`src/rtl/pipeline_hazard_ctrl_if.sv`:
```
// Decode/EX/memory status into the hazard controller, pipeline-register controls out.
// HAZARD_PERF_CNT_EN adds the stall/flush performance counters.
interface pipeline_hazard_ctrl_if;
  logic [3:0]  id_rs, id_rt, ex_write_reg;
  logic        id_uses_rs, id_uses_rt, ex_mem_read;
  logic        br_taken, hlt_id, hlt_wb, mem_req, mem_ready;
  logic        pc_en, fd_en, fd_flush, de_en, de_flush, em_en, mw_en;
  logic        halted, mem_err;
`ifdef HAZARD_PERF_CNT_EN
  logic [15:0] stall_cycles, flush_count;
`endif

  modport master (
    output id_rs, id_rt, id_uses_rs, id_uses_rt, ex_mem_read, ex_write_reg,
           br_taken, hlt_id, hlt_wb, mem_req, mem_ready,
    input  pc_en, fd_en, fd_flush, de_en, de_flush, em_en, mw_en, halted, mem_err
`ifdef HAZARD_PERF_CNT_EN
    , input stall_cycles, flush_count
`endif
  );

  modport slave (
    input  id_rs, id_rt, id_uses_rs, id_uses_rt, ex_mem_read, ex_write_reg,
           br_taken, hlt_id, hlt_wb, mem_req, mem_ready,
    output pc_en, fd_en, fd_flush, de_en, de_flush, em_en, mw_en, halted, mem_err
`ifdef HAZARD_PERF_CNT_EN
    , output stall_cycles, flush_count
`endif
  );
endinterface

```
`src/rtl/pipeline_hazard_ctrl.sv`:
```
// Stall/flush sequencer for the 5-stage pipeline: load-use, branch squash, memory wait, halt drain.
// Optional HAZARD_PERF_CNT_EN adds saturating stall_cycles / flush_count counters.
module pipeline_hazard_ctrl #(
  parameter int MEM_TIMEOUT = 16,
  parameter int TO_W        = 8
) (
  input logic                 clk,
  input logic                 rst,
  pipeline_hazard_ctrl_if.slave hz
);
  typedef enum logic [1:0] {RUN, MEMWAIT, DRAIN, HALTED} state_t;

  state_t          state, state_nxt, ret_st, ret_nxt;
  logic [TO_W-1:0] cnt, cnt_nxt;
  logic            mem_err_q, err_nxt;
  logic            lu, mem_stall, hold_all;
  logic            pc, fd, fdf, de, def, em, mw;

  assign lu = hz.ex_mem_read && (hz.ex_write_reg != 4'd0) &&
              ((hz.id_uses_rs && (hz.id_rs == hz.ex_write_reg)) ||
               (hz.id_uses_rt && (hz.id_rt == hz.ex_write_reg)));
  assign mem_stall = hz.mem_req && !hz.mem_ready;

  always_comb begin
    {pc, fd, de, em, mw} = 5'b11111;
    {fdf, def}           = 2'b00;
    hold_all  = 1'b0;
    state_nxt = state;
    ret_nxt   = ret_st;
    cnt_nxt   = cnt;
    err_nxt   = mem_err_q;
    case (state)
      RUN: begin
        if (mem_stall) begin
          hold_all  = 1'b1;
          state_nxt = MEMWAIT;
          ret_nxt   = RUN;
          cnt_nxt   = TO_W'(1);
        end else if (lu) begin
          // one bubble; the load leaves EX next cycle so decode proceeds
          pc  = 1'b0;
          fd  = 1'b0;
          def = 1'b1;
        end else if (hz.br_taken) begin
          fdf = 1'b1;
        end else if (hz.hlt_id) begin
          pc        = 1'b0;
          fdf       = 1'b1;
          state_nxt = DRAIN;
        end
      end
      MEMWAIT: begin
        if (hz.mem_ready) begin
          state_nxt = ret_st;
          cnt_nxt   = '0;
        end else begin
          hold_all = 1'b1;
          if (cnt == TO_W'(MEM_TIMEOUT)) begin
            err_nxt   = 1'b1;
            state_nxt = HALTED;
          end else begin
            cnt_nxt = cnt + 1'b1;
          end
        end
      end
      DRAIN: begin
        // only NOPs sit in decode here, so load-use and branches are moot
        if (mem_stall) begin
          hold_all  = 1'b1;
          state_nxt = MEMWAIT;
          ret_nxt   = DRAIN;
          cnt_nxt   = TO_W'(1);
        end else begin
          pc  = 1'b0;
          fdf = 1'b1;
          if (hz.hlt_wb) state_nxt = HALTED;
        end
      end
      default: hold_all = 1'b1;
    endcase
    if (hold_all || !rst) begin
      {pc, fd, de, em, mw} = 5'b00000;
      {fdf, def}           = 2'b00;
    end
  end

  always_ff @(posedge clk or negedge rst) begin
    if (!rst) begin
      state     <= RUN;
      ret_st    <= RUN;
      cnt       <= '0;
      mem_err_q <= 1'b0;
    end else begin
      state     <= state_nxt;
      ret_st    <= ret_nxt;
      cnt       <= cnt_nxt;
      mem_err_q <= err_nxt;
    end
  end

  assign hz.pc_en    = pc;
  assign hz.fd_en    = fd;
  assign hz.fd_flush = fdf;
  assign hz.de_en    = de;
  assign hz.de_flush = def;
  assign hz.em_en    = em;
  assign hz.mw_en    = mw;
  assign hz.halted   = (state == HALTED);
  assign hz.mem_err  = mem_err_q;

`ifdef HAZARD_PERF_CNT_EN
  logic [15:0] stall_q, flush_q;
  always_ff @(posedge clk or negedge rst) begin
    if (!rst) begin
      stall_q <= '0;
      flush_q <= '0;
    end else begin
      if (!pc && (state != HALTED) && (stall_q != 16'hFFFF)) stall_q <= stall_q + 16'd1;
      if ((fdf || def) && (flush_q != 16'hFFFF))              flush_q <= flush_q + 16'd1;
    end
  end
  assign hz.stall_cycles = stall_q;
  assign hz.flush_count  = flush_q;
`endif
endmodule

```
`src/flat_wrapper.sv`:
```
// flat-port wrapper written by rule: the top's interface ports become plain ports
module pipeline_hazard_ctrl_flat 
#(
  parameter int MEM_TIMEOUT = 16,
  parameter int TO_W        = 8
)
  (clk, rst, hz_id_rs, hz_id_rt, hz_id_uses_rs, hz_id_uses_rt, hz_ex_mem_read, hz_ex_write_reg, hz_br_taken, hz_hlt_id, hz_hlt_wb, hz_mem_req, hz_mem_ready, hz_pc_en, hz_fd_en, hz_fd_flush, hz_de_en, hz_de_flush, hz_em_en, hz_mw_en, hz_halted, hz_mem_err);
  pipeline_hazard_ctrl_if hz_i ();
  input logic clk;
  input logic rst;
  input wire logic [$bits(hz_i.id_rs)-1:0] hz_id_rs;
  input wire logic [$bits(hz_i.id_rt)-1:0] hz_id_rt;
  input wire logic [$bits(hz_i.id_uses_rs)-1:0] hz_id_uses_rs;
  input wire logic [$bits(hz_i.id_uses_rt)-1:0] hz_id_uses_rt;
  input wire logic [$bits(hz_i.ex_mem_read)-1:0] hz_ex_mem_read;
  input wire logic [$bits(hz_i.ex_write_reg)-1:0] hz_ex_write_reg;
  input wire logic [$bits(hz_i.br_taken)-1:0] hz_br_taken;
  input wire logic [$bits(hz_i.hlt_id)-1:0] hz_hlt_id;
  input wire logic [$bits(hz_i.hlt_wb)-1:0] hz_hlt_wb;
  input wire logic [$bits(hz_i.mem_req)-1:0] hz_mem_req;
  input wire logic [$bits(hz_i.mem_ready)-1:0] hz_mem_ready;
  output wire logic [$bits(hz_i.pc_en)-1:0] hz_pc_en;
  output wire logic [$bits(hz_i.fd_en)-1:0] hz_fd_en;
  output wire logic [$bits(hz_i.fd_flush)-1:0] hz_fd_flush;
  output wire logic [$bits(hz_i.de_en)-1:0] hz_de_en;
  output wire logic [$bits(hz_i.de_flush)-1:0] hz_de_flush;
  output wire logic [$bits(hz_i.em_en)-1:0] hz_em_en;
  output wire logic [$bits(hz_i.mw_en)-1:0] hz_mw_en;
  output wire logic [$bits(hz_i.halted)-1:0] hz_halted;
  output wire logic [$bits(hz_i.mem_err)-1:0] hz_mem_err;
  assign hz_i.id_rs = hz_id_rs;
  assign hz_i.id_rt = hz_id_rt;
  assign hz_i.id_uses_rs = hz_id_uses_rs;
  assign hz_i.id_uses_rt = hz_id_uses_rt;
  assign hz_i.ex_mem_read = hz_ex_mem_read;
  assign hz_i.ex_write_reg = hz_ex_write_reg;
  assign hz_i.br_taken = hz_br_taken;
  assign hz_i.hlt_id = hz_hlt_id;
  assign hz_i.hlt_wb = hz_hlt_wb;
  assign hz_i.mem_req = hz_mem_req;
  assign hz_i.mem_ready = hz_mem_ready;
  assign hz_pc_en = hz_i.pc_en;
  assign hz_fd_en = hz_i.fd_en;
  assign hz_fd_flush = hz_i.fd_flush;
  assign hz_de_en = hz_i.de_en;
  assign hz_de_flush = hz_i.de_flush;
  assign hz_em_en = hz_i.em_en;
  assign hz_mw_en = hz_i.mw_en;
  assign hz_halted = hz_i.halted;
  assign hz_mem_err = hz_i.mem_err;
  pipeline_hazard_ctrl #(.MEM_TIMEOUT(MEM_TIMEOUT), .TO_W(TO_W)) u_core (.clk(clk), .rst(rst), .hz(hz_i));
endmodule
```
`config.mk`:
```
export PLATFORM = sky130hd
export DESIGN_NAME = pipeline_hazard_ctrl_flat
export DESIGN_NICKNAME = d
export VERILOG_FILES = /design/src/rtl/pipeline_hazard_ctrl_if.sv /design/src/rtl/pipeline_hazard_ctrl.sv /design/src/flat_wrapper.sv
export SDC_FILE = /design/constraint.sdc
export NUM_CORES = 1
export LEC_CHECK = 0
export CAP_MARGIN = 20
export CORE_MARGIN = 3
export CORE_UTILIZATION = 51
export CTS_BUF_LIST = sky130_fd_sc_hd__clkbuf_2 sky130_fd_sc_hd__clkbuf_4 sky130_fd_sc_hd__clkbuf_8
export DETAILED_ROUTE_END_ITERATION = 12
export HOLD_SLACK_MARGIN = 0.03
export PLACE_DENSITY = 0.85
export SYNTH_ARGS = -nofsm -noshare
export SYNTH_HDL_FRONTEND = slang
export SYNTH_SLANG_ARGS = --single-unit
export TNS_END_PERCENT = 20
```
`constraint.sdc`:
```
create_clock -name clk -period 3.8 [get_ports clk]
set_input_delay 0.57 -clock clk [delete_from_list [all_inputs] [get_ports clk]]
set_output_delay 0.57 -clock clk [all_outputs]
set_load 0.01 [all_outputs]
```
==> results.json, run 1 <==
{
  "power_switching_uw": 298,
  "worstMarginPinSlew_ps": 365,
  "dp.final_hpwl_mm": 1.88,
  "syn-num-nets": 147,
  "ys_seq_area_share_pct": 31.3,
  "die_h_um": 49.4,
  "yosys_warnings": 0,
  "swShare_pct": 41.4,
  "p_int_uw": 422,
  "synth_edf_count": 0,
  "fmax_mhz": 309,
  "ant_nets": 0,
  "crit_chain": "clkdlybuf4s50_1 > xor2_1 > nor3_1 > nand3_1 > a21oi_1 > nor2_1 > o2111a_1 > clkdlybuf4s50_1",
  "h-tree-depth": 1,
  "cts_hold_buf": 0,
  "pre_cts_slack_ps": 559,
  "viasPerCell": 5.52,
  "grt_usage_pct": 20.9,
  "clock_sinks": 12,
  "slowest_stage": "clkdlybuf4s50_1",
  "fin_tns_setup_ps": 0,
  "std_cell_rows": 15,
  "first_iter_violations": 23,
  "rsz0062_at_grt": "false",
  "insertion_delay_ps": 270,
  "required_ps": 3230,
  "cp-end-kind": "output port",
  "initial_core_util_pct": 55.1,
  "max-cap-violations": 0,
  "finalSetupViolations": 0,
  "gp_congestion": 0.927,
  "critPathBufInv": 2,
  "pwr-share-seq_pct": 26.6,
  "drc": 0,
  "synth.largest_area_cell": "dfrtp_1",
  "post-route-min-period_ps": 3240,
  "power_density_mw_per_mm2": 547,
  "grt-ovfl-total": 0,
  "cp_data_arrival_time_ps": 2670,
  "power_uw": 720,
  "post_cts_buffers": 0,
  "netlist_top_cells_area": "dfrtp_1 (31%), ha_1 (7.8%), o21ai_0 (6.8%)",
  "yosys.cell_count.top_type": "o21ai_0",
  "cts_tree": "done",
  "die-area_sq_mm": 0.00244,
  "yosys_most_used_dff": "dfrtp_1",
  "cts_resized": 0,
  "clk_pin_slew_ps": 70,
  "synth_top_area_share_pct": 31.3,
  "crit_family": "buffers and inverters",
  "num-fill-cells": 131,
  "p_comb_share_pct": 59.7,
  "async_reset_ff_share_pct": 100,
  "timing_worst_setup_path_type": "input pin to output port",
  "drtPass1Iterations": 4,
  "syn_avg_cell_area_sq_um": 8.07,
  "clockBufferDepth": 2,
  "grt_pass1_vias": 931,
  "num_antenna_cells": 0,
  "hold_class": "flop to flop",
  "drt_wl_total_mm": 2.37,
  "layout-drive-gt1-share_pct": 6.62,
  "cts_root_buf": "clkbuf_4",
  "cp_max_fo": 5,
  "ir_drop_v": 0.000402,
  "max_stage_delay_ps": 470,
  "io_buffers": 30,
  "fin_ws_ps": 563,
  "vias": 972,
  "core_area_sq_mm": 0.00175,
  "wl_per_cell_um": 13.5,
  "ys_top_cells_by_count": "o21ai_0 (13), dfrtp_1 (12), inv_1 (12)",
  "cts_buffers": 3,
  "hold_violations": 0,
  "synth.distinct_cells": 29,
  "synthesis.area_sq_um": 961,
  "relSlewSlack_pct": 75.7,
  "grt_max_degree": 13,
  "ys_seq_elements": 12,
  "finClkSkew_ps": 6.35,
  "area_growth_pct": 37.0,
  "status": "finished, final reports clean",
  "grt_pass1_wl_mm": 4.05,
  "period_share_pct": 85.2,
  "regArea_sq_um": 300,
  "antenna_found_initial": 0,
  "fin_nets": 180,
  "synthCells": 119,
  "report.final.slew_viol_count": 0,
  "die_x_um": 49.4,
  "leakage_uw": 0.000580,
  "multiInputGateArea_sq_um": 596,
  "crit_top_cell": "clkdlybuf4s50_1",
  "io_pins": 31,
  "cp-start-kind": "input pin",
  "clkPwrFrac_pct": 13.8
}
[per-stage QoR]
stage	hold slack (ps)	cell area (sq um)	instances	util (%)
2_1_floorplan	274	961	119	-
3_3_place_gp	450	1280	172	73.3
3_5_place_dp	472	1280	172	73.3
4_1_cts	489	1320	176	75.4
5_1_grt	513	1320	176	75.4
6_report	484	1320	176	75.4
[kinds of logic (layout without fill, tap and decap cells)]
logic type / count (synthesis) / count (layout) / synth area share (%)
buffers and inverters: 15 / 47 / 6.77
DFF: 12 / 12 / 31.3
muxes: 4 / 4 / 4.82
and+or+nand+nor: 43 / 43 / 22.3
xor gates and xnor gates: 8 / 8 / 7.29
AOI/OAI and AO/OA: 31 / 31 / 19.8
adders and majority gates: 6 / 6 / 7.81
[power by group through the flow]
stage | Clock [uW] | Sequential [uW] | Combinational (uW)
finish | 99.1 | 191 | 430
detailed placement | 0 | 192 | 423
floorplan | 0 | 183 | 300
global route | 105 | 195 | 472
CTS | 101 | 190 | 431
global placement | 0 | 188 | 412
[layer usage]
layer	vias up	global-route usage, %	routed length (um)
met2	35	37.5	1170
met5	-	0	0
met1	450	23.3	965
li1	478	-	-
met4	0	5.53	51
met3	9	7.03	188
[layout make-up]
class / instances / share of cell area, %
flip-flops and latches: 12 / 22.8
well taps: 25 / 2.38
inverters: 12 / 3.42
multi-input cells: 92 / 45.2
repair buffers: 31 / 23.4
clock buffers: 4 / 2.76
[flip-flops by register name, indices dropped and copies added, names as in the netlist]
name               cells
u_core.hz.mem_err      1
u_core.state           2
u_core.ret_st          1
u_core.cnt             8
[cell usage in the layout (no fill, tap or decap), drive strengths merged]
master / n
a21oi: 8
o31ai: 1
nand2: 11
buf: 1
o41ai: 4
xnor2: 2
nand3: 6
xor2: 6
or2: 2
o2111a: 1
clkbuf: 4
nor4b: 1
clkdlybuf4s50: 30
o21ai: 13
mux2i: 2
nor2: 9
nand4: 1
a31oi: 1
a211o: 1
nand2b: 2
inv: 12
mux2: 2
ha: 6
dfrtp: 12
o21a: 1
and3: 1
nor2b: 5
nor3: 5
a22o: 1
[worst paths after layout]
kind / from / to / slack, ps / cells after the start
worst max-delay path: hz_ex_write_reg[1] / hz_fd_flush / 560 / 8
worst min-delay path: u_core.hz.mem_err / u_core.hz.mem_err / 480 / 1
worst max register to register: u_core.state[1] / u_core.cnt[0] / 1640 / 7
worst min register to register: u_core.hz.mem_err / u_core.hz.mem_err / 480 / 1
max in group asynchronous: rst / u_core.state[0] / 2990 / 2
min in group asynchronous: rst / u_core.cnt[5] / 660 / 2
(Power assumes the default switching activity.)
==> run 2: changes to the inputs <==
SLEW_MARGIN = 15   (was default)
==> results of run 2 <==
Same layout as run 1: the final DEF is identical, and so are final timing and power.
==> run 3: changes to the inputs <==
ABC_AREA = 1   (was default)
CORE_UTILIZATION = 35   (was 51)
PLACE_DENSITY = 0.59   (was 0.85)
==> run 3 against run 2 <==
  * Worst setup slack gained 240 ps
  * Combinational power increased by 6.5%
  * Sequential share of layout area shrank 3.1 points
  * Sequential cell count is the same
  * Non-clock buffer count did not move
  * Wire length is 18% higher
==> results.json, run 3 <==
{
  "vias": 1153,
  "gp_congestion": 0.933,
  "yosys.cell_count.top_type": "nand2_1",
  "insertion_delay_ps": 280,
  "critPathBufInv": 5,
  "die_h_um": 63.1,
  "dp.final_hpwl_mm": 2.33,
  "cts_root_buf": "clkbuf_4",
  "leakage_uw": 0.000741,
  "cp_max_fo": 7,
  "slowest_stage": "clkdlybuf4s50_1",
  "std_cell_rows": 20,
  "initial_core_util_pct": 37.1,
  "syn_avg_cell_area_sq_um": 6.71,
  "area_growth_pct": 33.7,
  "status": "finished, final reports clean",
  "synth_edf_count": 0,
  "fin_nets": 232,
  "fin_cells": 247,
  "cp-end-kind": "output port",
  "hold_class": "flop to flop",
  "post-route-min-period_ps": 3000,
  "finClkSkew_ps": 3.95,
  "period_share_pct": 78.9,
  "max_stage_delay_ps": 570,
  "clockBufferDepth": 2,
  "ir_drop_v": 0.000264,
  "clock_sinks": 12,
  "ff2ff_path_depth": 8,
  "grt_pass1_vias": 1094,
  "die_x_um": 63.1,
  "drtPass1Iterations": 4,
  "crit_family": "buffers and inverters",
  "hold_path_depth": 2,
  "grt_pass1_wl_mm": 4.91,
  "power_density_mw_per_mm2": 484,
  "async_reset_ff_share_pct": 100,
  "finalSetupViolations": 0,
  "synth.distinct_cells": 28,
  "cp-start-kind": "input pin",
  "die-area_sq_mm": 0.00398,
  "multiInputGateArea_sq_um": 687,
  "layout-drive-gt1-share_pct": 13.3,
  "reg2reg_to": "u_core.cnt[4]",
  "viasPerCell": 4.67,
  "grt-ovfl-total": 0,
  "rrSetupSlack_ps": 2220,
  "drt_wl_total_mm": 2.79,
  "regArea_sq_um": 300,
  "first_iter_violations": 73,
  "wl_per_cell_um": 11.3,
  "io_pins": 31,
  "fin_tns_setup_ps": 0,
  "ys_top_cells_by_count": "nand2_1 (37), inv_1 (30), nor2_1 (16)",
  "timing_worst_setup_path_type": "input pin to output port",
  "core_area_sq_mm": 0.00308,
  "worstMarginPinSlew_ps": 345,
  "cp_data_arrival_time_ps": 2430,
  "r2r-start": "u_core.state[0]",
  "synth_top_area_share_pct": 26.3,
  "crit_chain": "clkdlybuf4s50_1 > inv_2 > nand2_4 > nor2_1 > nor2_1 > nand3_1 > inv_1 > nand2_1 > inv_1 > clkdlybuf4s50_1",
  "min_from": "u_core.hz.mem_err",
  "final_common_cell": "nand2_1",
  "synthesis.area_sq_mm": 0.00114,
  "antenna_found_initial": 0,
  "h-tree-depth": 1,
  "max-cap-violations": 0,
  "ant_nets": 0,
  "post_cts_buffers": 0,
  "cts_buffers": 3,
  "yosys_warnings": 0,
  "grt_max_degree": 13,
  "io_buffers": 30,
  "num_antenna_cells": 0,
  "hold_violations": 0,
  "largest-register": "u_core.cnt",
  "grt_usage_pct": 15.1,
  "clk_pin_slew_ps": 70,
  "fmax_mhz": 333,
  "power_uw": 739,
  "synthCells": 170,
  "final_cell_mix": "nand2_1 (37), inv_1 (30), clkdlybuf4s50_1 (30)",
  "largest_register_ffs": 8,
  "report.final.slew_viol_count": 0,
  "yosys_most_used_dff": "dfrtp_1",
  "whs_endpoint": "u_core.hz.mem_err",
  "required_ps": 3230,
  "synth.largest_area_cell": "dfrtp_1",
  "drc": 0,
  "netlist_top_cells_area": "dfrtp_1 (26%), nand2_1 (12%), inv_1 (9.9%)",
  "utilization_pct": 49.6,
  "num-fill-cells": 320,
  "reg.largest.list": "u_core.cnt (8), u_core.state (2)",
  "ys_seq_area_share_pct": 26.3,
  "dp_cells": 243,
  "rsz0062_at_grt": "false",
  "syn-num-nets": 198,
  "relSlewSlack_pct": 76.8,
  "cts_hold_buf": 0,
  "ys_seq_elements": 12,
  "cts_tree": "done",
  "cts_resized": 0
}
## run 3: cell types whose count changed after synthesis, sizes merged, moves of 5 or more
cell,before,now
nand2,11,41
nor2,9,23
nor2b,5,0
inv,12,35
xor2,6,0
nand3,6,13
## run 3: kinds of logic after synthesis
| logic type | share of synthesized area [%] |
|---|---|
| compound gates | 12.6 |
| xor+xnor | 1.54 |
| fa+ha+maj | 6.58 |
| buf+inv | 13.5 |
| flops | 26.3 |
| simple gates | 39.5 |
## run 3: tightest hold or removal path, cell delays in order (launching register included)
cell	delay, ps
dfrtp_1	350
inv_1	40
nand2_1	50
## run 3: layout make-up
cell class                 count  area share [%]
timing repair buffer          31            20.2
clock buffer                   4            2.38
sequential                    12            19.7
tap                           44            3.61
multi-input combinational    121            45.0
inverter                      35            9.11
## run 3: routing by layer
metal  vias up  routed length, um  GRT usage, %
met2        28               1420          26.9
met3         0                129          4.10
met1       526               1240          19.0
met5         -                  0             0
met4         0                  0         0.826
li1        599                  -             -
## run 3: power breakdown
| part | total (uW) | internal (uW) | leakage, uW | switching, uW |
|---|---|---|---|---|
| combinational | 458 | 190 | 0.000566 | 268 |
| clock | 103 | 58.3 | 0.0000210 | 45.1 |
| sequential | 178 | 153 | 0.000155 | 24.3 |
## run 3: worst max path at each step
stage,startpoint,end,slack (ps),depth (start not counted)
global placement,hz_mem_ready,hz_fd_flush,870,10
global route,u_core.state[0],hz_fd_en,660,10
CTS,hz_mem_ready,hz_fd_en,810,10
finish,hz_mem_ready,hz_fd_en,800,10
floorplan,u_core.state[0],hz_fd_en,1770,9
detailed placement,hz_mem_ready,hz_fd_en,840,10
## run 3: per-stage QoR
stage               setup WS (ps)  hold slack, ps  area, sq um
finish                        800             471         1530
global route                  657             492         1530
CTS                           808             478         1530
detailed placement            840             459         1490
global placement              871             451         1490
floorplan                    1770             274         1140
